$ cat config.mk
export PLATFORM = sky130hd
export DESIGN_NAME = ex_div
export DESIGN_NICKNAME = d
export VERILOG_FILES = /design/src/rtl/ex_div.sv
export SDC_FILE = /design/constraint.sdc
export NUM_CORES = 1
export LEC_CHECK = 0
export ABC_CLOCK_PERIOD_IN_PS = 4600
export BUFFER_PORTS_ARGS = -buffer_cell sky130_fd_sc_hd__clkbuf_2
export CAP_MARGIN = 20
export CORE_MARGIN = 10
export CORE_UTILIZATION = 45
export CTS_BUF_LIST = sky130_fd_sc_hd__clkbuf_8 sky130_fd_sc_hd__clkbuf_16
export CTS_CLUSTER_DIAMETER = 150
export DETAILED_ROUTE_END_ITERATION = 12
export GPL_TIMING_DRIVEN = 0
export MAX_ROUTING_LAYER = met4
export PLACE_DENSITY = 0.66
export SYNTH_ARGS = -nofsm -noshare
export SYNTH_HDL_FRONTEND = slang
export SYNTH_SLANG_ARGS = --single-unit
$ cat constraint.sdc
create_clock -name clk -period 4.6 [get_ports clk]
set_input_delay 0.92 -clock clk [delete_from_list [all_inputs] [get_ports clk]]
set_output_delay 0.92 -clock clk [all_outputs]
set_load 0.1 [all_outputs]
$ cat src/rtl/ex_div.sv
// Multi-cycle integer divider for the EX stage: DIV/DIVU/REM/REMU via 32-step
// restoring division on magnitudes, with single-cycle handling of div-by-zero and signed overflow.
module ex_div #(
  parameter int DW = 32
) (
  input  logic          clk,
  input  logic          rst,
  input  logic          start,
  input  logic [1:0]    div_op,
  input  logic [DW-1:0] op1,
  input  logic [DW-1:0] op2,
  input  logic [4:0]    waddr,
  input  logic          flush,
  output logic          stall_req,
  output logic          done,
  output logic [DW-1:0] result,
  output logic [4:0]    res_waddr
);

  typedef enum logic [1:0] {IDLE, CALC, DONE} state_e;

  localparam logic [DW-1:0] SMIN = {1'b1, {(DW-1){1'b0}}};

  state_e        state_q;
  logic [4:0]    cnt_q;
  logic [DW-1:0] dvd_q, dvs_q, rem_q;
  logic [1:0]    op_q;
  logic          qneg_q, rneg_q;
  logic [4:0]    waddr_q;
  logic          done_q;
  logic [DW-1:0] result_q;
  logic [4:0]    res_waddr_q;

  // Operand decode in IDLE: div_op[0]=1 means unsigned, div_op[1]=1 means remainder.
  logic          sgn, a_neg, b_neg, div0, ovf;
  logic [DW-1:0] a_mag, b_mag, spec_d;

  assign sgn    = ~div_op[0];
  assign a_neg  = sgn & op1[DW-1];
  assign b_neg  = sgn & op2[DW-1];
  assign a_mag  = a_neg ? -op1 : op1;
  assign b_mag  = b_neg ? -op2 : op2;
  assign div0   = (op2 == '0);
  assign ovf    = sgn & (op1 == SMIN) & (op2 == '1);
  assign spec_d = div0 ? (div_op[1] ? op1 : '1) : (div_op[1] ? '0 : SMIN);

  // One restoring step: quotient bits shift into dvd_q as the dividend shifts out.
  logic [DW:0]   trial_d, diff_d;
  logic          ge_d;
  logic [DW-1:0] rem_d, quo_d, res_d;

  assign trial_d = {rem_q, dvd_q[DW-1]};
  assign diff_d  = trial_d - {1'b0, dvs_q};
  assign ge_d    = ~diff_d[DW];
  assign rem_d   = ge_d ? diff_d[DW-1:0] : trial_d[DW-1:0];
  assign quo_d   = {dvd_q[DW-2:0], ge_d};
  assign res_d   = op_q[1] ? (rneg_q ? -rem_d : rem_d)
                           : (qneg_q ? -quo_d : quo_d);

  always_ff @(posedge clk or negedge rst) begin
    if (!rst) begin
      state_q     <= IDLE;
      cnt_q       <= '0;
      dvd_q       <= '0;
      dvs_q       <= '0;
      rem_q       <= '0;
      op_q        <= '0;
      qneg_q      <= 1'b0;
      rneg_q      <= 1'b0;
      waddr_q     <= '0;
      done_q      <= 1'b0;
      result_q    <= '0;
      res_waddr_q <= '0;
    end else if (flush) begin
      state_q <= IDLE;
      cnt_q   <= '0;
      done_q  <= 1'b0;
    end else begin
      case (state_q)
        IDLE: begin
          done_q <= 1'b0;
          if (start) begin
            dvd_q   <= a_mag;
            dvs_q   <= b_mag;
            rem_q   <= '0;
            op_q    <= div_op;
            qneg_q  <= a_neg ^ b_neg;
            rneg_q  <= a_neg;
            waddr_q <= waddr;
            cnt_q   <= '0;
            if (div0 || ovf) begin
              state_q     <= DONE;
              done_q      <= 1'b1;
              result_q    <= spec_d;
              res_waddr_q <= waddr;
            end else begin
              state_q <= CALC;
            end
          end
        end
        CALC: begin
          dvd_q <= quo_d;
          rem_q <= rem_d;
          cnt_q <= cnt_q + 5'd1;
          if (cnt_q == 5'd31) begin
            state_q     <= DONE;
            done_q      <= 1'b1;
            result_q    <= res_d;
            res_waddr_q <= waddr_q;
          end
        end
        DONE: begin
          state_q <= IDLE;
          done_q  <= 1'b0;
        end
        default: state_q <= IDLE;
      endcase
    end
  end

  // Gated by rst so a start asserted during reset cannot stall the pipeline.
  assign stall_req = rst & (((state_q == IDLE) & start & ~flush) | (state_q == CALC));
  assign done      = done_q;
  assign result    = result_q;
  assign res_waddr = res_waddr_q;

endmodule

-- Yosys cells after proc, flatten, opt, wreduce, memory -nomap -nowiden
Index checks and enable logic that the tools add are counted.
- bits in registers: 150
- input port bits: 75
- output and inout port bits: 39
- $add $sub $neg: 6
- equal/unequal tests: 10
- mux-type cells: 34
- bitwise operators: 12
- reduce and logical (&&, ||, !) cells: 12
- operator list (kind ; number):
    32-bit 2-to-1 mux ; 14
    32-bit case mux with 2 select lines ; 3
    32-bit negator ; 4
    32-bit == test, second input constant ; 2
    33-bit by 32-bit subtractor with 33-bit output ; 1
    32-bit logical NOT ; 1
    5-bit 2-to-1 mux ; 5
    5-bit case mux with 2 select lines ; 2
    2-bit 2-to-1 mux ; 4
    1-bit bitwise AND ; 7
    2-bit inequality test, second input constant ; 3
    3-bit inequality test, second input constant ; 2
    2-bit AND reduction ; 3
    3-bit AND reduction ; 2
    5-bit by 1-bit adder with 5-bit output, second input constant ; 1
    5-bit == test, second input constant ; 1
    5-bit AND reduction ; 1
    1-bit 2-to-1 mux ; 4
    2-bit case mux with 2 select lines ; 1
    4-bit nonzero test ; 1
    1-bit NOT ; 3
    1-bit case mux with 3 select lines ; 1
    3-bit nonzero test ; 1
    2-bit by 1-bit == test with 1-bit output, second input constant ; 1
    6 further kinds ; 6

-- Logic depth before layout (Yosys ltp)
- depth in word-level cells: 8
- depth in mapped cells: 23
- gate-level depth less buffers: 20

-- Worst setup path after synthesis
Ideal clock, no wire load.
- path kind: register -> register
- start: reg rem_q[6]
- end: reg result_q[28], in the netlist result[28]
- setup time: 0.120 ns
- arrival time: 4.982 ns
- data required time: 4.480 ns
- path slack: -0.502 ns
- cell stages (with the launch flop): 22
- path through: dfrtp_1 > ha_1 > a21oi_1 > o21ai_0 > a221oi_2 > a211oi_2 > nor3_1 > nor2_1 > inv_1 > buf_2 > buf_1 > buf_1 > nor2_1 > a21oi_1 > ha_1 > o21ai_0 > or3_1 > clkbuf_1 > o41ai_2 > xnor2_1 > a211oi_1 > a21o_1
- word-level cells in the longest chain between the ends: 7
- ends and longest elaborated chain (element ; RTL line ; text):
    start: declaration ; 26 ; logic [DW-1:0] dvd_q, dvs_q, rem_q;
    start signal: assignment ; 103 ; rem_q <= rem_d;
    33-bit by 32-bit subtractor with 33-bit output ; 53 ; assign diff_d = trial_d - {1'b0, dvs_q};
    32-bit 2-to-1 mux or 1-bit NOT (tied branches) ; 55, 54 ;
    32-bit negator (on tied branches) ; 57, 58 ;
    32-bit 2-to-1 mux (on tied branches) ; 57, 58 ;
    32-bit 2-to-1 mux * ; 57 ; assign res_d = op_q[1] ? (rneg_q ? -rem_d : rem_d)
    32-bit 2-to-1 mux * ; 105 ; if (cnt_q == 5'd31) begin
    32-bit case mux with 2 select lines * ; 79 ; case (state_q)
    end signal: assignment ; 94 ; result_q <= spec_d;
    end signal: assignment ; 108 ; result_q <= res_d;
    end: declaration ; 31 ; logic [DW-1:0] result_q;
Every way passes the cells marked *; elsewhere a longest branch is shown, timed or not. The select of a mux whose other input is x is not followed.
A chain may end at the register's enable or synchronous reset.

-- Worst setup path in the final report
- start: in op2[0]
- end: reg result_q[31], in the netlist result[31]
- word-level cells in the longest chain between the ends: 5
- ends and longest elaborated chain (element ; RTL line ; text):
    start: declaration ; 11 ; input logic [DW-1:0] op2,
    32-bit == test or 32-bit logical NOT (tied branches) ; 44, 43 ;
    1-bit bitwise AND or 32-bit 2-to-1 mux (tied branches) ; 44, 45 ;
    1-bit logical OR or 32-bit 2-to-1 mux (tied branches) ; 91 ; if (div0 || ovf) begin
    2-bit inequality test (no line) or 32-bit 2-to-1 mux (tied branches) ; -- ;
    5-bit AND reduction (no line) or 32-bit case mux with 2 select lines (tied branches) ; -- ;
Parallel ways exist; a longest one is shown, timed or not. The select of a mux whose other input is x is not followed.

==> results by group <==
Timing
  – Final setup skew: 0.0165 ns
  – RSZ-0062 raised after global routing: true
  – Fin. max-slew vios: 0
  – Fmax: 220 MHz
  – Hold WS: 0.411 ns
  – Fin crit share: 0.988
  – Normalized max-slew margin: 0.443
  – Pin slew with the least headroom to its limit: 0.836 ns
  – Tmin final: 4.55 ns
  – Final setup margin: 0.0533 ns
  – Setup TNS: 0 ns
  – Final setup fails: 0
  – Final Hold Viols: 0

Clocking
  – Clk_lat worst skew: 0.44 ns
  – Root buffer cell: clkbuf_16
  – CTS Buf Count: 17
  – CTS tree: yes
  – Clk slew on worst S/H paths: 0.07 ns
  – Max Root-Sink Buffers: 2
  – Hold buffers post-CTS: 0
  – Clock Sinks: 149
  – H-tree depth: 4

Setup path
  – CP endpoint kind: flop
  – Crit path max-delay family: simple AND/OR/NAND/NOR gates
  – Arrival @ worst endpoint: 4.86 ns
  – Setup CP Type: in2reg
  – CP required: 4.92 ns
  – Worst path slowest cell: or4_4
  – Crit-path max FO: 6
  – Worst Reg-to-Reg Cells: 22
  – Cells along the critical path: clkbuf_2, inv_1, ha_1, or3b_4, or3_4, or4_4, nand3b_4, or4_4, or4_4, o21a_4, a211o_4, buf_6, a211oi_4, o21ai_2, a31oi_1, a31oi_1
  – Worst Path Buf+Inv: 3
  – Cell depth of the worst setup path: 16
  – Most Frequent Cell on Critical Path: or4_4
  – Startpoint type of the worst setup path: input port
  – CP max stage delay: 0.49 ns

Global routing
  – Vias in the first global route: 12,200
  – Antenna violations before repair: 0
  – Gr usage total: 0.258
  – First-pass GRT wire length: 67.2 mm
  – Largest net degree at the start of global routing: 103
  – GR Overflow Total: 0

Synthesis
  – Syn nets: 1,683
  – Asr flop ratio synth: 1.00
  – Synth Area per Inst: 7.69 um2
  – Area contributors post-synth: dfrtp_1 31%, o21ai_0 9.3%, nand2_1 6.6%
  – Post-synthesis cell count: 1,566
  – Netlist cell types: 68
  – Top cells by count, synth: 225 x o21ai_0, 211 x nand2_1, 149 x dfrtp_1, 123 x nor2_1, 121 x a21oi_1
  – Post-synth EDFFs: 0
  – Most common cell in the netlist: o21ai_0
  – Area share of the largest cell type after synthesis: 0.309
  – Synth area leader: dfrtp_1
  – Synthesis Warnings: 0
  – Most common flop cell mapped by yosys: dfrtp_1
  – Mapped cell area: 12,100 um2
  – Synth Register Bits: 149
  – Seq/Total Area, Yosys: 0.309

Layout
  – Syn-to-layout area delta: 17.6%
  – Share of layout cells above drive strength 1: 0.150
  – Antenna fix cells: 0
  – Layout Utilization: 0.541
  – Final Cell Area: 14,200 um2
  – Final nets: 1,836
  – Layout fillers: 2,518
  – Finished Layout Cells: 2,067

Power and ir drop
  – Leakage: 6.06 nW
  – Pwr Total: 6.25 mW
  – Max VDD drop: 0.460 mV
  – Power per cell area: 441 nW/um2

Route
  – Total Wirelength: 43.1 mm
  – Mean routed wirelength per cell: 20.9 um
  – Via count: 12,500
  – Drt pass-1 iters: 6
  – DRC viols: 0
  – Via/cell ratio: 6.06
  – Iter 0 DRT Violations: 1,419
  – Antenna-violating nets left: 0

Place
  – Placed insts: 2,014
  – Setup WS pre-CTS: -1.44 ns
  – Detailed placement HPWL: 33.0 mm
  – Port bufs: 112
  – GP Congestion: 0.958
  – Placed cell areas: 13,100 um2

Floorplanning
  – Io pins: 114
  – Vert. Die Dim: 184 um
  – Initial Utilization: 0.460
  – Die width: 184 um
  – Core area: 26,200 um2
  – Die Area: 33,700 um2
  – Row count: 59

Status
  – Status: complete, no violations

Run
  – Max-cap violation count: 0

Min path
  – Hold Path Class: in2async
[cell usage in the layout (no fill, tap or decap), types with 18 or more instances in the layout]
master      n
buf_4      26
mux2i_1    29
ha_1       38
clkbuf_1   54
nand2_1   211
dfrtp_1   148
nand3_1    18
a31oi_1    23
o21ai_0   217
or3_1      32
inv_1      60
clkbuf_2  117
nor3_1     36
nor2_1    121
xor2_1     75
xnor2_1    56
a21oi_1   113
o211ai_1   19
o31ai_1    26
[sequential cells by signal, summed over array words and instances, names as in the netlist]
| signal | flops |
|---|---|
| result | 32 |
| rem_q | 32 |
| dvs_q | 32 |
| res_waddr | 5 |
| waddr_q | 5 |
| rneg_q | 1 |
| cnt_q | 5 |
| dvd_q | 32 |
| op_q | 1 |
| done | 1 |
| state_q | 2 |
| qneg_q | 1 |
[area by class of cell]
| class | count | area [um2] | area share |
|---|---|---|---|
| Tap cell | 335 | 419 | 0.0296 |
| Inverter | 61 | 229 | 0.0162 |
| Clock buffer | 17 | 425 | 0.0300 |
| Clock inverter | 15 | 133 | 0.00936 |
| Multi-Input combinational cell | 1269 | 8080 | 0.570 |
| Sequential cell | 149 | 3730 | 0.263 |
| Timing Repair Buffer | 141 | 808 | 0.0570 |
| Buffer | 80 | 353 | 0.0249 |
[layer usage]
metal | global-route usage | wire [um]
met1 | 0.344 | 19100
met4 | 0.0708 | 1020
met2 | 0.397 | 19600
met5 | - | 0
met3 | 0.0417 | 3420
[final timing paths]
| check | startpoint | to | slack (ns) |
|---|---|---|---|
| worst max-delay path | op2[0] | result[31] | 0.05 |
| worst min-delay path | rst | dvs_q[5] | 0.41 |
| worst max register to register | dvd_q[31] | result[24] | 0.08 |
| worst min register to register | dvs_q[23] | dvs_q[23] | 0.48 |
| max in group asynchronous | rst | dvd_q[31] | 3.24 |
| min in group clk | dvs_q[23] | dvs_q[23] | 0.48 |
[cell families (layout without fill, tap and decap cells)]
family | count (synthesis) | in the layout | share of synthesized area
XOR/XNOR | 131 | 131 | 0.0952
AO/OA/AOI/OAI | 528 | 528 | 0.264
adder cells (fa/ha/maj) | 42 | 42 | 0.0442
AND/OR/NAND/NOR | 527 | 527 | 0.204
buffers and inverters | 148 | 314 | 0.0476
multiplexers | 41 | 41 | 0.0352
flip-flops | 149 | 149 | 0.309
[power breakdown]
group	total (mW)	switching, mW	internal (mW)
Sequential	1.89	0.282	1.61
Combinational	2.97	2.19	0.782
Clock	1.39	0.638	0.748
Total	6.25	3.11	3.14
[what timing repair did]
item	in CTS	in global routing
setup endpoints to repair	53	36
gates cloned	0	1
buffers inserted	14	13
pin swaps	11	17
endpoints found under the hold margin	0	0
resized for setup	35	51
No activity file was read; power rests on OpenSTA's default activity.
